$ cat src/rtl/tick_stopwatch.sv
// tick_stopwatch: synchronises the slow divider-chain tick into the clk domain,
// edge-detects it into a one-cycle tick_pulse and drives an M:SS BCD stopwatch
// with an IDLE/RUN/PAUSE control FSM (priority clear > stop > start).
// Optional lap freeze is compiled in with `define TICK_STOPWATCH_LAP_EN.
module tick_stopwatch #(
  parameter int SYNC_STAGES = 2,  // 2..4
  parameter int MAX_MIN     = 9   // 1..9
) (
  input  logic       clk,
  input  logic       rst,
  input  logic       tick_in,
  input  logic       start,
  input  logic       stop,
  input  logic       clear,
  input  logic       lap,
  output logic       tick_pulse,
  output logic [3:0] sec_units,
  output logic [2:0] sec_tens,
  output logic [3:0] min_units,
  output logic       running,
  output logic       overflow
);

  localparam logic [3:0] MAX_MIN_L = 4'(MAX_MIN);

  typedef enum logic [1:0] {IDLE, RUN, PAUSE} state_e;

  state_e state_q, state_d;

  logic [SYNC_STAGES-1:0] sync_q, sync_d;
  logic                   sync_prev_q, sync_prev_d;
  logic                   tick_q, tick_d;
  logic                   running_q, running_d;

  logic [3:0] units_q, units_d;
  logic [2:0] tens_q, tens_d;
  logic [3:0] min_q, min_d;
  logic       ovf_q, ovf_d;
  logic       count_en;

  assign sync_d      = {sync_q[SYNC_STAGES-2:0], tick_in};
  assign sync_prev_d = sync_q[SYNC_STAGES-1];
  assign tick_d      = sync_q[SYNC_STAGES-1] & ~sync_prev_q;

  // Synchroniser chain, edge-detect history flop and registered tick pulse
  always_ff @(posedge clk or posedge rst) begin
    if (rst) begin
      sync_q      <= '0;
      sync_prev_q <= 1'b0;
      tick_q      <= 1'b0;
    end else begin
      sync_q      <= sync_d;
      sync_prev_q <= sync_prev_d;
      tick_q      <= tick_d;
    end
  end

  assign tick_pulse = tick_q;

  // FSM state register
  always_ff @(posedge clk or posedge rst) begin
    if (rst) state_q <= IDLE;
    else     state_q <= state_d;
  end

  // FSM next-state logic
  always_comb begin
    state_d = state_q;
    if (clear) begin
      state_d = IDLE;
    end else begin
      unique case (state_q)
        IDLE:    if (start) state_d = RUN;
        RUN:     if (stop)  state_d = PAUSE;
        PAUSE:   if (!stop && start) state_d = RUN;
        default: state_d = IDLE;
      endcase
    end
  end

  // FSM output decode, taken from the next state so running is a plain flop
  always_comb begin
    running_d = (state_d == RUN);
  end

  // Registered FSM output
  always_ff @(posedge clk or posedge rst) begin
    if (rst) running_q <= 1'b0;
    else     running_q <= running_d;
  end

  assign running = running_q;

  // A tick seen while stop is asserted still counts: the state is still RUN
  assign count_en = (state_q == RUN) && tick_q && !clear;

  // BCD counter next value with cascaded carries and sticky wrap flag
  always_comb begin
    units_d = units_q;
    tens_d  = tens_q;
    min_d   = min_q;
    ovf_d   = ovf_q;
    if (clear) begin
      units_d = '0;
      tens_d  = '0;
      min_d   = '0;
      ovf_d   = 1'b0;
    end else if (count_en) begin
      if (units_q != 4'd9) begin
        units_d = units_q + 4'd1;
      end else begin
        units_d = '0;
        if (tens_q != 3'd5) begin
          tens_d = tens_q + 3'd1;
        end else begin
          tens_d = '0;
          if (min_q != MAX_MIN_L) begin
            min_d = min_q + 4'd1;
          end else begin
            min_d = '0;
            ovf_d = 1'b1;
          end
        end
      end
    end
  end

  // Live counter registers
  always_ff @(posedge clk or posedge rst) begin
    if (rst) begin
      units_q <= '0;
      tens_q  <= '0;
      min_q   <= '0;
      ovf_q   <= 1'b0;
    end else begin
      units_q <= units_d;
      tens_q  <= tens_d;
      min_q   <= min_d;
      ovf_q   <= ovf_d;
    end
  end

  assign overflow = ovf_q;

`ifdef TICK_STOPWATCH_LAP_EN
  logic        lap_prev_q;
  logic        frozen_q, frozen_d;
  logic [10:0] lap_q, lap_d;
  logic [10:0] disp_q, disp_d;
  logic        lap_rise;

  assign lap_rise = lap & ~lap_prev_q;

  // Lap freeze toggle: capture the shown value on a rise, release on the next
  always_comb begin
    frozen_d = frozen_q;
    lap_d    = lap_q;
    if (clear) begin
      frozen_d = 1'b0;
      lap_d    = '0;
    end else if (lap_rise) begin
      if (frozen_q) begin
        frozen_d = 1'b0;
      end else if (state_q == RUN || state_q == PAUSE) begin
        frozen_d = 1'b1;
        lap_d    = {min_q, tens_q, units_q};
      end
    end
  end

  // Display selection is computed from next values so the digits stay registered
  always_comb begin
    disp_d = frozen_d ? lap_d : {min_d, tens_d, units_d};
  end

  // Lap edge history, freeze flag, lap value and display registers
  always_ff @(posedge clk or posedge rst) begin
    if (rst) begin
      lap_prev_q <= 1'b0;
      frozen_q   <= 1'b0;
      lap_q      <= '0;
      disp_q     <= '0;
    end else begin
      lap_prev_q <= lap;
      frozen_q   <= frozen_d;
      lap_q      <= lap_d;
      disp_q     <= disp_d;
    end
  end

  assign {min_units, sec_tens, sec_units} = disp_q;
`else
  logic unused_lap;
  assign unused_lap = lap;

  assign {min_units, sec_tens, sec_units} = {min_q, tens_q, units_q};
`endif

endmodule

$ cat config.mk
export PLATFORM = sky130hd
export DESIGN_NAME = tick_stopwatch
export DESIGN_NICKNAME = d
export VERILOG_FILES = /design/src/rtl/tick_stopwatch.sv
export SDC_FILE = /design/constraint.sdc
export NUM_CORES = 1
export LEC_CHECK = 0
export ABC_CLOCK_PERIOD_IN_PS = 2900
export CELL_PAD_IN_SITES_DETAIL_PLACEMENT = 0
export CELL_PAD_IN_SITES_GLOBAL_PLACEMENT = 1
export CORE_ASPECT_RATIO = 0.8
export CORE_MARGIN = 2
export CORE_UTILIZATION = 33
export CTS_CLUSTER_DIAMETER = 50
export DETAILED_ROUTE_END_ITERATION = 10
export GPL_ROUTABILITY_DRIVEN = 0
export HOLD_SLACK_MARGIN = 0.06
export MAX_ROUTING_LAYER = met4
export PLACE_DENSITY = 0.71
export SLEW_MARGIN = 40
export SYNTH_ARGS = -nofsm -noshare
export SYNTH_HDL_FRONTEND = slang
export SYNTH_SLANG_ARGS = --single-unit
$ cat constraint.sdc
create_clock -name clk -period 2.9 [get_ports clk]
set_clock_uncertainty 0.2 [all_clocks]
set_input_delay 0.435 -clock clk [delete_from_list [all_inputs] [get_ports clk]]
set_output_delay 0.435 -clock clk [all_outputs]
set_load 0.005 [all_outputs]
==> flow_summary.toml, run 1 <==
[outcome]
outcome = "finished, final reports clean"

[yosys]
synth_edf_count = 0
synth_warnings = 0
post_synth_main_area_contributors = "sky130_fd_sc_hd__dfrtp_1, sky130_fd_sc_hd__ha_1, sky130_fd_sc_hd__a21oi_1"
synthesis.instances = 91
synth_top_cell_area_share_pct = 48.35
synth-async-reset-ratio_pct = 100.0
synth_area_leader_cell = "sky130_fd_sc_hd__dfrtp_1"
dominantRegCellSynth = "sky130_fd_sc_hd__dfrtp_1"
synthesis.nets = 102
netlist_top_cells_count = "sky130_fd_sc_hd__dfrtp_1, sky130_fd_sc_hd__a21oi_1, sky130_fd_sc_hd__inv_1, sky130_fd_sc_hd__nand3_1"
synth.avg_cell_area_sq_um = 10.81
mappedNetlistArea_sq_um = 983.4
synth_sequential_area_ratio_pct = 48.35
synth-seq-cells = 19
synthMostInstantiatedCell = "sky130_fd_sc_hd__dfrtp_1"
synthDistinctLibCells = 29

[floorplan]
fp.dieArea_sq_mm = 0.003435
rows = 17
die_width_um = 65.04
boundaryPins = 21
floorplan.initialDensity_pct = 35.03
core_area_sq_mm = 0.002808
die_height_um = 52.83

[clock_tree]
cts.htree.levels = 1
cts_root_buffer = "sky130_fd_sc_hd__clkbuf_8"
cts_setup_buffers = 0
cts_hold_repair.buffers = 0
cts_made_buffers = 3
clk_latency_ps = 260
cts.clk_slew.worst_paths_ps = 80
ctsLongestPathBuffers = 2
post_cts_resized = 0
tritoncts_clock_tree = "built"
tritoncts_num_sinks = 19

[worst_setup_path]
timing.critical_path.to_type = "register"
worst_r2r_path_depth = 5
cp_cell_sequence = "inv_1, ha_1, nand4b_4, or3_4, mux2_4"
crit_slowest_cell = "sky130_fd_sc_hd__or3_4"
max_stage_delay_ps = 440
reg2reg_slack_ps = 930
cp_data_arrival_time_ps = 1920
reg2reg_from = "sec_units[1]$_DFFE_PP0P_"
critical_path_class = "register to register"
timing.critical_path.fanout_max = 8
worstReg2RegEnd = "min_units[0]$_DFFE_PP0P_"
required_ps = 2850
critical_path.startpoint_type = "register"

[sta]
fin_tns_setup_ps = 0
max_freq_mhz = 507.2
grt_setup_unrepaired = "false"
setup_viol_count_final = 0
worstMarginPinSlew_ps = 688.6
report.final.slew_viol_count = 0
period_share_pct = 67.99
timing.final.crit_period_ps = 1972
finalHoldViolations = 0
relSlewSlack_pct = 53.81

[detailed_routing]
drt-pass1-iter-count = 2
wl_per_cell_um = 12.67
detail_route.iter0.violations = 13
detailroute.via_count = 726
detail_route.vias_per_cell = 4.840
drcViolationCount = 0
final_routed_wirelength_um = 1900
final_antenna_net_count = 0

[finish]
area_delta_synth_final_pct = 28.50
final_net_count = 124
drive_gt1_share_pct = 10.71
register_area_sq_um = 475.5
antenna_cells = 0
multiInputGateArea_sq_um = 478.0
finalCoreUtilization_pct = 45.01
num-fill-cells = 269

[place]
io_buffers = 19
dp.final_hpwl_um = 1307

[grt]
first_global_vias = 702
grt_use_total_pct = 13.53
global_route.overflow_total = 0
antenna_found_initial = 0
grt_max_degree = 20
wire_length_of_the_first_global_routing_pass_um = 3291

[run]
max_cap_viol_count = 0

[worst_hold_path]
worst_hold_path_type = "register to register"
holdPathEnd = "sync_q[1]$_DFF_PP0_"
min_from = "sync_q[0]$_DFF_PP0_"
whs_path_depth = 0

[power_and_ir_drop]
p_leak_nw = 0.5573
ir_drop_mv = 0.2887
power-per-cell-area_mw_per_mm2 = 402.4
-- final cells by class --
type / count / area share, %
Sequential cell: 19 / 37.62
Timing Repair Buffer: 20 / 15.64
Multi-Input combinational cell: 64 / 37.82
Clock buffer: 3 / 3.267
Tap cell: 38 / 3.762
Clock inverter: 1 / 0.3960
Inverter: 5 / 1.485
-- registers in the layout, indices dropped and copies added (netlist names) --
name,count
sec_tens,3
overflow,1
running,1
tick_pulse,1
sync_q,2
sec_units,4
min_units,4
sync_prev_q,1
state_q,2
-- worst max-delay path, delay by kind of cell (launching register included) --
family	cells	cell delay (ps)
fa+ha+maj	1	240
buf+inv	1	70
flops	1	430
mux	1	300
simple gates	2	610
-- kinds of logic after synthesis --
group	share of synthesized area (%)
AND/OR/NAND/NOR	28.75
flip-flops	48.35
AO/OA/AOI/OAI	9.669
buffers and inverters	3.054
multiplexers	5.089
adder cells (fa/ha/maj)	5.089
-- metrics by stage --
stage	hold slack [ps]	setup WS, ps	instance area (sq um)	std cells	power [mW]
3_5_place_dp	147.2	761.1	1217	146	0.3263
2_1_floorplan	131.2	1047	983.4	91	0.3050
5_1_grt	184.7	858.5	1264	150	0.5386
3_3_place_gp	134.1	795.5	1217	146	0.3257
4_1_cts	156.1	924.5	1264	150	0.5167
6_report	152.0	928.2	1264	150	0.5085
-- how the worst max path moves through the flow --
| stage | depth (start not counted) | to | slack (ps) | start |
|---|---|---|---|---|
| final | 5 | min_units[0]$_DFFE_PP0P_ | 930 | sec_units[1]$_DFFE_PP0P_ |
| after global routing | 5 | min_units[0]$_DFFE_PP0P_ | 860 | sec_units[1]$_DFFE_PP0P_ |
| after CTS | 5 | min_units[0]$_DFFE_PP0P_ | 920 | sec_units[1]$_DFFE_PP0P_ |
| after detailed placement | 4 | min_units[3]$_DFFE_PP0P_ | 760 | clear |
| after global placement | 4 | min_units[3]$_DFFE_PP0P_ | 800 | clear |
| after floorplan | 5 | min_units[0]$_DFFE_PP0P_ | 1050 | sec_units[1]$_DFFE_PP0P_ |
-- power breakdown --
group / total, mW / internal, mW / switching [mW]
logic: 0.0399 / 0.0208 / 0.0191
registers: 0.280 / 0.272 / 0.00783
clock network: 0.189 / 0.0957 / 0.0930
-- per-layer routing --
metal  vias up  part of all wire [%]  GRT usage, %
met2        16                    42         19.07
met5         -                     0             -
li1        368                     -             -
met1       340                    51         17.73
met3         2                   6.4         5.591
met4         0                  0.95         4.167
-- cells in the final DEF (no fill, tap or decap), drive strengths merged, types with 4 or more instances in the layout --
cell / count
o21ai: 4
inv: 4
nor2: 4
nand3b: 5
dfrtp: 19
nand2b: 4
or3: 6
nand3: 5
a21oi: 7
ha: 4
clkdlybuf4s50: 19
Power figures use the tool's default switching activity.
==> inputs of run 2 (changes only) <==
ABC_CLOCK_PERIOD_IN_PS = 1800   (was 2900)
PLACE_DENSITY = 0.74   (was 0.71)
clock period = 1.8 ns   (was 2.9 ns; I/O delays follow)
==> flow_summary.toml, run 2 (synthesized netlist as in run 1, its figures left out) <==
[outcome]
outcome = "finished, final reports clean"

[clock_tree]
cts_made_buffers = 3
clk_latency_ps = 260
cts_root_buffer = "sky130_fd_sc_hd__clkbuf_8"
tritoncts_clock_tree = "built"
cts.clk_slew.worst_paths_ps = 70
ctsLongestPathBuffers = 2
tritoncts_num_sinks = 19
cts_hold_repair.buffers = 0
cts.htree.levels = 1

[power_and_ir_drop]
p_leak_nw = 0.6620
seq_power_share_pct = 53.8
power.switching_fraction_pct = 23.17
power-per-cell-area_mw_per_mm2 = 601.6
power_frac_clock_pct = 35.9
internal_power_mw = 0.6408
power.net_switching_mw = 0.1933
logic_gate_share_of_total_power_pct = 10.3
ir_drop_mv = 0.3473

[worst_setup_path]
worstReg2RegEnd = "min_units[0]$_DFFE_PP0P_"
number_of_stages_on_the_worst_setup_path = 5
timing.critical_path.fanout_max = 3
cp_cell_sequence = "inv_2, ha_4, nand4b_4, or3_4, mux2_4"
cp-startpoint = "sec_units[1]$_DFFE_PP0P_"
worst_r2r_path_depth = 5
reg2reg_from = "sec_units[1]$_DFFE_PP0P_"
critical_path.startpoint_type = "register"
cp_top_family = "simple AND/OR/NAND/NOR gates"
critical_path_class = "register to register"
required_ps = 1740
crit_slowest_cell = "sky130_fd_sc_hd__or3_4"
max_stage_delay_ps = 410
timing.critical_path.to_type = "register"
critPathCapture = "min_units[0]$_DFFE_PP0P_"
reg2reg_slack_ps = 60
critPathBufInv = 1
cp_data_arrival_time_ps = 1690

[detailed_routing]
final_antenna_net_count = 0
drcViolationCount = 0
wl_per_cell_um = 12.48
drt-pass1-iter-count = 3
detailroute.via_count = 783
final_routed_wirelength_um = 2021
detail_route.vias_per_cell = 4.833
detail_route.iter0.violations = 7

[grt]
global_route.overflow_total = 0
antenna_found_initial = 0
grt_use_total_pct = 14.50
grt_max_degree = 20
first_global_vias = 744
wire_length_of_the_first_global_routing_pass_um = 3505

[floorplan]
floorplan.initialDensity_pct = 35.03
die_width_um = 65.04
core_area_sq_mm = 0.002808
rows = 17
fp.dieArea_sq_mm = 0.003435
die_height_um = 52.83
boundaryPins = 21

[sta]
finalHoldViolations = 0
period_share_pct = 96.94
worstMarginPinSlew_ps = 314.1
timing.final.crit_period_ps = 1745
max_freq_mhz = 573.1
setup_viol_count_final = 0
relSlewSlack_pct = 78.86
grt_setup_unrepaired = "false"
post-route-worst-setup-slack_ps = 55.14
fin_hold_ws_ps = 123.9
report.final.slew_viol_count = 0

[finish]
final_net_count = 136
area_delta_synth_final_pct = 40.97
antenna_cells = 0
layout.cells.most_common = "sky130_fd_sc_hd__dfrtp_1"
drive_gt1_share_pct = 21.77
mostFrequentLayoutCells = "sky130_fd_sc_hd__dfrtp_1, sky130_fd_sc_hd__clkdlybuf4s50_1, sky130_fd_sc_hd__buf_4, sky130_fd_sc_hd__a21oi_1, sky130_fd_sc_hd__nand3_1"

[place]
io_buffers = 19
dp.final_hpwl_um = 1382
dp_worst_setup_slack_ps = -140.9

[worst_hold_path]
worst_hold_path_type = "input pin to asynchronous set/reset pin"

[run]
max_cap_viol_count = 0
[run 2: tightest hold or removal path, stage by stage]
cell                              delay [ps]
sky130_fd_sc_hd__clkdlybuf4s50_1         390
sky130_fd_sc_hd__inv_1                    50
sky130_fd_sc_hd__buf_4                   250
[run 2: power by group through the flow]
stage / registers [mW] / logic [mW] / clock network [mW]
floorplan: 0.459 / 0.0340 / 0
finish: 0.449 / 0.0862 / 0.299
detailed placement: 0.456 / 0.0782 / 0
CTS: 0.448 / 0.0785 / 0.309
global placement: 0.456 / 0.0767 / 0
global route: 0.450 / 0.0967 / 0.331
[run 2: cell type report]
type                            count  area [sq um]
Fill cell                         263          1421
Multi-Input combinational cell     64         494.2
Sequential cell                    19         475.5
Timing Repair Buffer               32         304.0
Tap cell                           38         47.55
Clock buffer                        3         41.29
Inverter                            5         18.77
Clock inverter                      1         5.005
[run 2: metal layers]
layer | routed length, um | global-route usage [%]
met1 | 998 | 18.32
met5 | 0 | -
met3 | 64 | 3.871
met4 | 54 | 9.375
met2 | 904 | 20.62
[run 2: worst min path at each step]
| stage | start | end |
|---|---|---|
| after global placement | sync_q[0]$_DFF_PP0_ | sync_q[1]$_DFF_PP0_ |
| after CTS | rst | sec_units[2]$_DFFE_PP0P_ |
| after global routing | sync_q[0]$_DFF_PP0_ | sync_q[1]$_DFF_PP0_ |
| final | rst | sec_units[2]$_DFFE_PP0P_ |
| after detailed placement | sync_q[0]$_DFF_PP0_ | sync_q[1]$_DFF_PP0_ |
| after floorplan | rst | min_units[0]$_DFFE_PP0P_ |
[run 2: stage by stage]
step                      power, mW  util (%)  std cells  setup TNS [ps]  instance area, sq um
final                        0.8341     49.38        162               0                  1386
after global routing         0.8780     49.38        162               0                  1386
after global placement       0.5330     45.94        154          -131.1                  1290
after floorplan              0.4928         -         91               0                 996.0
after detailed placement     0.5346     45.94        154          -140.9                  1290
after CTS                    0.8360     47.59        158               0                  1336
[run 2: timing repair]
item / 4_1_cts / 5_1_grt
hold endpoints to repair: 0 / 0
setup buffers: 0 / 4
resized for setup: 0 / 6
endpoints found under the setup margin: 0 / 5
==> inputs of run 3 (changes only) <==
ABC_AREA = 1   (was unset)
CORE_UTILIZATION = 32   (was 33)
PLACE_DENSITY = 0.76   (was 0.74)
==> flow_summary.toml, run 3 <==
[sta]
timing.final.crit_period_ps = 1729
max_freq_mhz = 578.3
period_share_pct = 96.07
relSlewSlack_pct = 83.61
worstMarginPinSlew_ps = 245.8
fin_tns_setup_ps = 0
grt_setup_unrepaired = "false"
report.final.slew_viol_count = 0
setup_viol_count_final = 0
finalHoldViolations = 0

[power_and_ir_drop]
post-layout-total-power_mw = 1.099
ir_drop_mv = 0.5605
power-per-cell-area_mw_per_mm2 = 876.0
p_leak_nw = 0.5925

[worst_setup_path]
critPathBufInv = 1
critical_path.startpoint_type = "register"
critical_path_class = "register to output pin"
crit_slowest_cell = "sky130_fd_sc_hd__clkdlybuf4s50_1"
cp-startpoint = "min_units[0]$_DFFE_PP0P_"
cp_cell_sequence = "clkdlybuf4s50_1"
timing.critical_path.to_type = "output pin"
timing.critical_path.fanout_max = 7
reg2reg_from = "sec_units[1]$_DFFE_PP0P_"
required_ps = 1330
cp_top_family = "buffers and inverters"
cp_data_arrival_time_ps = 1260
max_stage_delay_ps = 540

[clock_tree]
ctsLongestPathBuffers = 2
cts_root_buffer = "sky130_fd_sc_hd__clkbuf_8"
cts.htree.levels = 1
tritoncts_num_sinks = 19
cts_hold_repair.buffers = 0
post_cts_resized = 0
cts_made_buffers = 3
cts_setup_buffers = 0
tritoncts_clock_tree = "built"
clk_latency_ps = 260
cts.clk_slew.worst_paths_ps = 70

[finish]
area_delta_synth_final_pct = 30.60
final_net_count = 152
mostFrequentLayoutCells = "sky130_fd_sc_hd__nand2_1, sky130_fd_sc_hd__clkdlybuf4s50_1, sky130_fd_sc_hd__dfrtp_1, sky130_fd_sc_hd__nor2_1, sky130_fd_sc_hd__inv_1"
antenna_cells = 0
final_cells = 178
drive_gt1_share_pct = 11.43
layout.cells.most_common = "sky130_fd_sc_hd__nand2_1"

[floorplan]
rows = 17
die_height_um = 53.02
die_width_um = 65.27
fp.dieArea_sq_mm = 0.003460
boundaryPins = 21
core_area_sq_mm = 0.002808
floorplan.initialDensity_pct = 34.22

[run]
max_cap_viol_count = 0

[grt]
grt_max_degree = 20
first_global_vias = 726
wire_length_of_the_first_global_routing_pass_um = 3180
antenna_found_initial = 0
grt_use_total_pct = 12.55
global_route.overflow_total = 0

[place]
io_buffers = 19
place.detailed.instances = 174
dp.final_hpwl_um = 1322

[yosys]
synth_top_cell_area_share_pct = 49.48
synth_warnings = 0
synthesis.instances = 116
synthMostInstantiatedCell = "sky130_fd_sc_hd__nand2_1"
mappedNetlistArea_sq_um = 960.9
synthesis.nets = 127
post_synth_main_area_contributors = "sky130_fd_sc_hd__dfrtp_1, sky130_fd_sc_hd__nand2_1, sky130_fd_sc_hd__nor2_1"
synth_sequential_area_ratio_pct = 49.48
dominantRegCellSynth = "sky130_fd_sc_hd__dfrtp_1"
synth.avg_cell_area_sq_um = 8.284
synth_edf_count = 0
synthDistinctLibCells = 19
synth-seq-cells = 19
netlist_top_cells_count = "sky130_fd_sc_hd__nand2_1, sky130_fd_sc_hd__dfrtp_1, sky130_fd_sc_hd__nor2_1, sky130_fd_sc_hd__inv_1"
synth_area_leader_cell = "sky130_fd_sc_hd__dfrtp_1"
synth-async-reset-ratio_pct = 100.0

[detailed_routing]
final_routed_wirelength_um = 1733
drt-pass1-iter-count = 5
detailroute.via_count = 785
wl_per_cell_um = 9.736
detail_route.vias_per_cell = 4.410
detail_route.iter0.violations = 40
final_antenna_net_count = 0
drcViolationCount = 0

[worst_hold_path]
worst_hold_path_type = "input pin to asynchronous set/reset pin"

[outcome]
outcome = "finished, final reports clean"
-- run 3: cell types whose count changed after synthesis, moves of 3 or more --
cell	delta
sky130_fd_sc_hd__nand2_1	+29
sky130_fd_sc_hd__nand2b_1	-4
sky130_fd_sc_hd__nand2_2	+3
sky130_fd_sc_hd__or3_1	-4
sky130_fd_sc_hd__a21oi_1	-5
sky130_fd_sc_hd__inv_1	+8
sky130_fd_sc_hd__nor2_1	+12
sky130_fd_sc_hd__nand3b_1	-4
sky130_fd_sc_hd__nor2b_1	-3
sky130_fd_sc_hd__clkbuf_1	-3
-- run 3: metrics by stage --
step	setup WS, ps	instance area (sq um)	hold slack [ps]	utilization (%)
after detailed placement	48.22	1206	140.3	42.96
after global placement	61.91	1206	137.0	42.96
after global routing	4.440	1255	152.1	44.70
after floorplan	419.4	960.9	21.13	-
final	70.66	1255	127.0	44.70
after CTS	61.36	1255	135.9	44.70
-- run 3: kinds of logic after synthesis --
kind of cell | count (synthesis) | synth area share (%)
compound gates | 9 | 4.947
buf+inv | 16 | 6.772
xor+xnor | 2 | 1.823
flops | 19 | 49.48
simple gates | 66 | 31.77
fa+ha+maj | 4 | 5.209
-- run 3: worst reg2reg max path, cell delays in order, from the launching register on --
cell                      delay [ps]
sky130_fd_sc_hd__dfrtp_1         410
sky130_fd_sc_hd__inv_1            80
sky130_fd_sc_hd__ha_1            140
sky130_fd_sc_hd__nand3_1          90
sky130_fd_sc_hd__nand2_2         100
sky130_fd_sc_hd__nand2_4         100
sky130_fd_sc_hd__inv_2            80
sky130_fd_sc_hd__nand2_2          80
sky130_fd_sc_hd__nand2_1          80
sky130_fd_sc_hd__nand2_1          50
-- run 3: cell type report --
class                   instances  area, sq um
clock buffers                   3        41.29
clock inverters                 1        7.507
fillers                       302         1553
inverters                      16        65.06
multi-input cells              81        420.4
flip-flops and latches         19        475.5
well taps                      38        47.55
repair buffers                 20        197.7
-- run 3: where the power goes --
part | total [mW] | internal [mW] | switching (mW)
Sequential | 0.544 | 0.477 | 0.0667
Combinational | 0.254 | 0.140 | 0.114
Clock | 0.301 | 0.156 | 0.145
Total | 1.10 | 0.773 | 0.326
-- run 3: worst paths after layout --
path | end | slack [ps] | depth (start not counted)
worst max-delay path | min_units[0] | 70 | 1
worst min-delay path | sec_units[0]$_DFFE_PP0P_ | 130 | 3
worst max register to register | min_units[0]$_DFFE_PP0P_ | 300 | 9
worst min register to register | sync_q[1]$_DFF_PP0_ | 150 | 0
max in group asynchronous | sec_tens[1]$_DFFE_PP0P_ | 1070 | 3
min in group clk | sync_q[1]$_DFF_PP0_ | 150 | 0
-- run 3: per-layer routing --
metal  vias to the layer above  routed length, um  track usage (%)
li1                        407                  -                -
met5                         -                  0                -
met3                         2                 96            4.255
met4                         0                  9            3.125
met1                       356                886            16.42
met2                        20                740            18.88
